## src/rtl/mtm_alu_deserializer_if.sv

```systemverilog
// Packet bus between the serial front-end and the ALU core: serial input in,
// assembled operands/opcode and one-cycle valid/err pulses out.
interface mtm_alu_deserializer_if;
  logic        sin;
  logic [31:0] a;
  logic [31:0] b;
  logic [2:0]  op;
  logic        valid;
  logic        err;
  logic [2:0]  err_flags;

  // master: the deserializer, which drives the decoded packet
  modport master (
    input  sin,
    output a, b, op, valid, err, err_flags
  );

  // slave: the serial source / ALU core side
  modport slave (
    output sin,
    input  a, b, op, valid, err, err_flags
  );
endinterface

```

## src/rtl/mtm_alu_deserializer.sv

```systemverilog
// Serial receive front-end: 11-bit frames -> {B, A, OP} packet with framing, count, CRC4 and opcode checks.
// Define MTM_DESER_CRC_CHECK_EN to enable the CRC4 check; otherwise the CRC field is ignored.
module mtm_alu_deserializer (
  input  logic                          clk,
  input  logic                          rst_n,
  mtm_alu_deserializer_if.master        bus
);
  typedef enum logic [1:0] {S_IDLE, S_TYPE, S_PAYLOAD, S_STOP} state_t;

  state_t      state_reg, state_next;
  logic [2:0]  bit_cnt_reg, bit_cnt_next;
  logic        is_cmd_reg, is_cmd_next;
  logic [7:0]  payload_reg, payload_next;
  logic [63:0] sr_reg, sr_next;
  logic [3:0]  dcnt_reg, dcnt_next;
  logic        bad_reg, bad_next;
  logic [31:0] a_reg, a_next;
  logic [31:0] b_reg, b_next;
  logic [2:0]  op_reg, op_next;
  logic        valid_reg, valid_next;
  logic        err_reg, err_next;
  logic [2:0]  flags_reg, flags_next;

  logic [2:0]  cmd_op;
  logic        op_legal;
  logic        crc_ok;

  assign cmd_op   = payload_reg[6:4];
  // Legal opcodes are 000/001/100/101, i.e. exactly those with op[1] clear.
  assign op_legal = (cmd_op[1] == 1'b0);

`ifdef MTM_DESER_CRC_CHECK_EN
  function automatic logic [3:0] crc4(input logic [67:0] d);
    logic [3:0] c;
    logic       fb;
    c = 4'd0;
    for (int i = 67; i >= 0; i--) begin
      fb = c[3] ^ d[i];
      c  = {c[2:0], 1'b0} ^ {2'b00, fb, fb};
    end
    return c;
  endfunction

  assign crc_ok = (crc4({sr_reg, 1'b1, cmd_op}) == payload_reg[3:0]);
`else
  assign crc_ok = 1'b1;
`endif

  always_comb begin
    state_next   = state_reg;
    bit_cnt_next = bit_cnt_reg;
    is_cmd_next  = is_cmd_reg;
    payload_next = payload_reg;
    sr_next      = sr_reg;
    dcnt_next    = dcnt_reg;
    bad_next     = bad_reg;
    a_next       = a_reg;
    b_next       = b_reg;
    op_next      = op_reg;
    valid_next   = 1'b0;
    err_next     = 1'b0;
    flags_next   = 3'b000;

    case (state_reg)
      S_IDLE: begin
        if (!bus.sin) state_next = S_TYPE;
      end
      S_TYPE: begin
        is_cmd_next  = bus.sin;
        bit_cnt_next = 3'd0;
        state_next   = S_PAYLOAD;
      end
      S_PAYLOAD: begin
        payload_next = {payload_reg[6:0], bus.sin};
        bit_cnt_next = bit_cnt_reg + 3'd1;
        if (bit_cnt_reg == 3'd7) state_next = S_STOP;
      end
      S_STOP: begin
        state_next = S_IDLE;
        if (is_cmd_reg) begin
          // A broken stop bit on the CMD frame itself counts as a data error.
          dcnt_next = 4'd0;
          bad_next  = 1'b0;
          if (bad_reg || !bus.sin || (dcnt_reg != 4'd8)) begin
            err_next   = 1'b1;
            flags_next = 3'b100;
          end else if (!crc_ok) begin
            err_next   = 1'b1;
            flags_next = 3'b010;
          end else if (!op_legal) begin
            err_next   = 1'b1;
            flags_next = 3'b001;
          end else begin
            valid_next = 1'b1;
            b_next     = sr_reg[63:32];
            a_next     = sr_reg[31:0];
            op_next    = cmd_op;
          end
        end else if (bus.sin) begin
          sr_next = {sr_reg[55:0], payload_reg};
          if (dcnt_reg != 4'd9) dcnt_next = dcnt_reg + 4'd1;
        end else begin
          bad_next = 1'b1;
        end
      end
      default: state_next = S_IDLE;
    endcase
  end

  always_ff @(posedge clk) begin
    if (!rst_n) begin
      state_reg   <= S_IDLE;
      bit_cnt_reg <= 3'd0;
      is_cmd_reg  <= 1'b0;
      payload_reg <= 8'd0;
      sr_reg      <= 64'd0;
      dcnt_reg    <= 4'd0;
      bad_reg     <= 1'b0;
      a_reg       <= 32'd0;
      b_reg       <= 32'd0;
      op_reg      <= 3'd0;
      valid_reg   <= 1'b0;
      err_reg     <= 1'b0;
      flags_reg   <= 3'd0;
    end else begin
      state_reg   <= state_next;
      bit_cnt_reg <= bit_cnt_next;
      is_cmd_reg  <= is_cmd_next;
      payload_reg <= payload_next;
      sr_reg      <= sr_next;
      dcnt_reg    <= dcnt_next;
      bad_reg     <= bad_next;
      a_reg       <= a_next;
      b_reg       <= b_next;
      op_reg      <= op_next;
      valid_reg   <= valid_next;
      err_reg     <= err_next;
      flags_reg   <= flags_next;
    end
  end

  assign bus.a         = a_reg;
  assign bus.b         = b_reg;
  assign bus.op        = op_reg;
  assign bus.valid     = valid_reg;
  assign bus.err       = err_reg;
  assign bus.err_flags = flags_reg;
endmodule

```

## src/flat_wrapper.sv

```systemverilog
// flat-port wrapper written by rule: the top's interface ports become plain ports
module mtm_alu_deserializer_flat 
  (clk, rst_n, bus_sin, bus_a, bus_b, bus_op, bus_valid, bus_err, bus_err_flags);
  mtm_alu_deserializer_if bus_i ();
  input  logic clk;
  input  logic rst_n;
  input wire logic [$bits(bus_i.sin)-1:0] bus_sin;
  output wire logic [$bits(bus_i.a)-1:0] bus_a;
  output wire logic [$bits(bus_i.b)-1:0] bus_b;
  output wire logic [$bits(bus_i.op)-1:0] bus_op;
  output wire logic [$bits(bus_i.valid)-1:0] bus_valid;
  output wire logic [$bits(bus_i.err)-1:0] bus_err;
  output wire logic [$bits(bus_i.err_flags)-1:0] bus_err_flags;
  assign bus_i.sin = bus_sin;
  assign bus_a = bus_i.a;
  assign bus_b = bus_i.b;
  assign bus_op = bus_i.op;
  assign bus_valid = bus_i.valid;
  assign bus_err = bus_i.err;
  assign bus_err_flags = bus_i.err_flags;
  mtm_alu_deserializer u_core (.clk(clk), .rst_n(rst_n), .bus(bus_i));
endmodule
```

## config.mk

```make
export PLATFORM = sky130hd
export DESIGN_NAME = mtm_alu_deserializer_flat
export DESIGN_NICKNAME = d
export VERILOG_FILES = /design/src/rtl/mtm_alu_deserializer_if.sv /design/src/rtl/mtm_alu_deserializer.sv /design/src/flat_wrapper.sv
export SDC_FILE = /design/constraint.sdc
export NUM_CORES = 1
export LEC_CHECK = 0
export CAP_MARGIN = 20
export CORE_ASPECT_RATIO = 0.7
export CORE_MARGIN = 3
export CORE_UTILIZATION = 55
export DETAILED_ROUTE_END_ITERATION = 16
export GPL_ROUTABILITY_DRIVEN = 0
export GPL_TIMING_DRIVEN = 1
export PLACE_DENSITY = 0.77
export SKIP_CTS_REPAIR_TIMING = 1
export SYNTH_ARGS = -nofsm -noshare
export SYNTH_HDL_FRONTEND = slang
export SYNTH_SLANG_ARGS = --single-unit
```

## constraint.sdc

```tcl
create_clock -name clk -period 2.1 [get_ports clk]
set_input_delay 0.42 -clock clk [delete_from_list [all_inputs] [get_ports clk]]
set_output_delay 0.42 -clock clk [all_outputs]
set_load 0.02 [all_outputs]
```

==> impl_metrics.toml <==
[status]
status = "finished, final reports clean"

[logic_synthesis]
yosys.area.top_type = "dfxtp_1"
synth-edff-count = 0
async_reset_ff_share_pct = 0
yosysUniqueCellTypes = 37
syn_inst = 695
syn_avg_cell_area_um2 = 8.34
synth_area_um2 = 5800
synth_area_leaders = "dfxtp_1, a21oi_1, nand2_1, nand3_1, o21ai_1"
synth_seq_area_share_pct = 52.8
ys_warn_count = 0
ys_seq_elements = 153
synth_top_area_share_pct = 52.8
synth_ff_type = "dfxtp_1"

[floorplan]
fp.dieW_um = 129
die-area_um2 = 11800
core_area_um2 = 9980
start_util_pct = 58.1
die_y_um = 91.9
rows = 30
ioPinCount = 75

[grt]
grt_pass1_wl_um = 23400
grt_overflow = 0
grt_usage_pct = 24.7
antenna_found_initial = 0
grt_start_max_net_pins = 67
grt_pass1_vias = 4716

[timing]
finalHoldViolations = 0
fin_skew_ps = 5.33
fin_setup_tns_ps = 0
rsz0062_at_grt = "no"
hold_slack_ps = 454
setup_viol = 0
drv_slew = 0
fin_crit_sh_pct = 90.7
post-route-min-period_ps = 1900
max_freq_ghz = 0.525

[finish]
largest_reg_flops = 64
syn2layout_area_growth_pct = 24.9
final_nets = 751
layout_commonest_cell = "dfxtp_1"
antenna_cells = 0
layout-drive-gt1-share_pct = 6.28
final_cell_mix = "dfxtp_1, a21oi_1, nand2_1, clkdlybuf4s50_1, nand3_1"
num-fill-cells = 720

[setup_path]
critical_path.endpoint = "u_core.bus.a[10]$_SDFFE_PN0P_"
r2r_cells = 6
path_class = "flop to flop"
cp-end-kind = "flop"
crit_start = "u_core.dcnt_reg[0]$_SDFFE_PN0P_"
worstPathMaxFanout = 66
reg2reg_from = "u_core.dcnt_reg[0]$_SDFFE_PN0P_"
crit_path_start_kind = "flop"
rrSetupSlack_ps = 200
crit_arrival_ps = 2200
cp_data_required_time_ps = 2390
r2r_end = "u_core.bus.a[10]$_SDFFE_PN0P_"

[detailed_routing]
wl_per_cell_um = 16.5
vias = 5108
ant_nets = 0
drt_iter0_drc = 533
wirelength_um = 14500
drc_errors = 0
viasPerCell = 5.82
drtPass1Iterations = 5

[cts]
clock_sinks = 153
cts-buffers-inserted = 17
clock_path_buffers = 2
clk_latency_ps = 410
cts_tree = "built"
clk_pin_slew_ps = 60
cts_max_level = 4
clockRootBuffer = "clkbuf_16"

[placement]
hpwl_um = 8660
port_buffers = 72

[job]
max_cap_viol_count = 0

[hold_path]
hold_path_depth = 2
hp-class = "flop to flop"

[pwr]
total_power_mw = 7.60
p_leak_nw = 2.42
ir_worst_vdd_v = 0.000756
power_density_nw_per_um2 = 1050
[logic make-up (layout without fill, tap and decap cells)]
group / count (synthesis) / count (layout) / synth area share, %
and+or+nand+nor: 235 / 235 / 18.1
AOI/OAI and AO/OA: 213 / 213 / 19.0
DFF: 153 / 153 / 52.8
buffers and inverters: 72 / 125 / 5.98
muxes: 11 / 11 / 1.92
adders and majority gates: 10 / 10 / 2.16
other: 1 / 2 / 0.0647
[stage by stage]
step | cells | instance area, µm² | setup slack [ps] | utilization [%]
floorplan | 696 | 5800 | 482 | -
global placement | 847 | 6610 | 233 | 66.2
detailed placement | 847 | 6610 | 146 | 66.2
CTS | 877 | 7240 | 242 | 72.5
global route | 877 | 7240 | 188 | 72.5
finish | 877 | 7240 | 196 | 72.5
[report_power, final]
part	switching, mW	internal, mW	leakage, nW
Clock	1.11	2.21	0.307
Sequential	0.0622	2.95	1.23
Combinational	0.900	0.368	0.879
Total	2.07	5.53	2.42
[final cells by class]
class	count	area [µm²]	area share, %
inverters	8	32.5	0.449
multi-input cells	471	2400	33.2
well taps	128	160	2.21
clock inverters	9	198	2.73
flip-flops and latches	153	3060	42.3
repair buffers	87	946	13.1
clock buffers	21	440	6.08
[worst min-delay path by stage]
stage	slack, ps	startpoint	endpoint
after floorplan	430	u_core.payload_reg[7]$_SDFFE_PN0P_	u_core.sr_reg[7]$_SDFFE_PN0P_
after global placement	440	u_core.payload_reg[7]$_SDFFE_PN0P_	u_core.sr_reg[7]$_SDFFE_PN0P_
after detailed placement	450	u_core.sr_reg[56]$_SDFFE_PN0P_	u_core.sr_reg[56]$_SDFFE_PN0P_
after CTS	460	u_core.sr_reg[56]$_SDFFE_PN0P_	u_core.sr_reg[56]$_SDFFE_PN0P_
after global routing	480	u_core.sr_reg[62]$_SDFFE_PN0P_	u_core.sr_reg[62]$_SDFFE_PN0P_
final	450	u_core.payload_reg[7]$_SDFFE_PN0P_	u_core.sr_reg[7]$_SDFFE_PN0P_
[worst max-delay path, stage by stage, from the launching register on]
cell and delay, ps:
dfxtp_1 360, inv_1 120, ha_1 190, or4b_4 490
buf_12 200, o21ai_0 260, a21oi_1 110
[layer usage]
| metal | up-vias | share of wire [%] | GRT usage [%] |
|---|---|---|---|
| met4 | 0 | 0.97 | 7.43 |
| met2 | 191 | 45 | 37.1 |
| met3 | 16 | 6.4 | 5.82 |
| li1 | 2464 | - | - |
| met5 | - | 0 | 0 |
| met1 | 2437 | 47 | 35.3 |
[synth_stat cells (2+ instances only)]
master and count:
mux2i_1 10, dfxtp_1 153, buf_2 25, nand3b_1 3
o21ai_0 26, buf_6 5, clkbuf_1 31, a211oi_1 3
a21o_1 2, nand4_1 3, nor2_1 14, nand2_1 132
and3_1 2, a21oi_1 136, nand3_1 70, inv_1 8
o21ai_1 40, ha_1 10, nand2b_1 3, buf_4 2
Note: power is estimated with default switching activity, not from simulation.
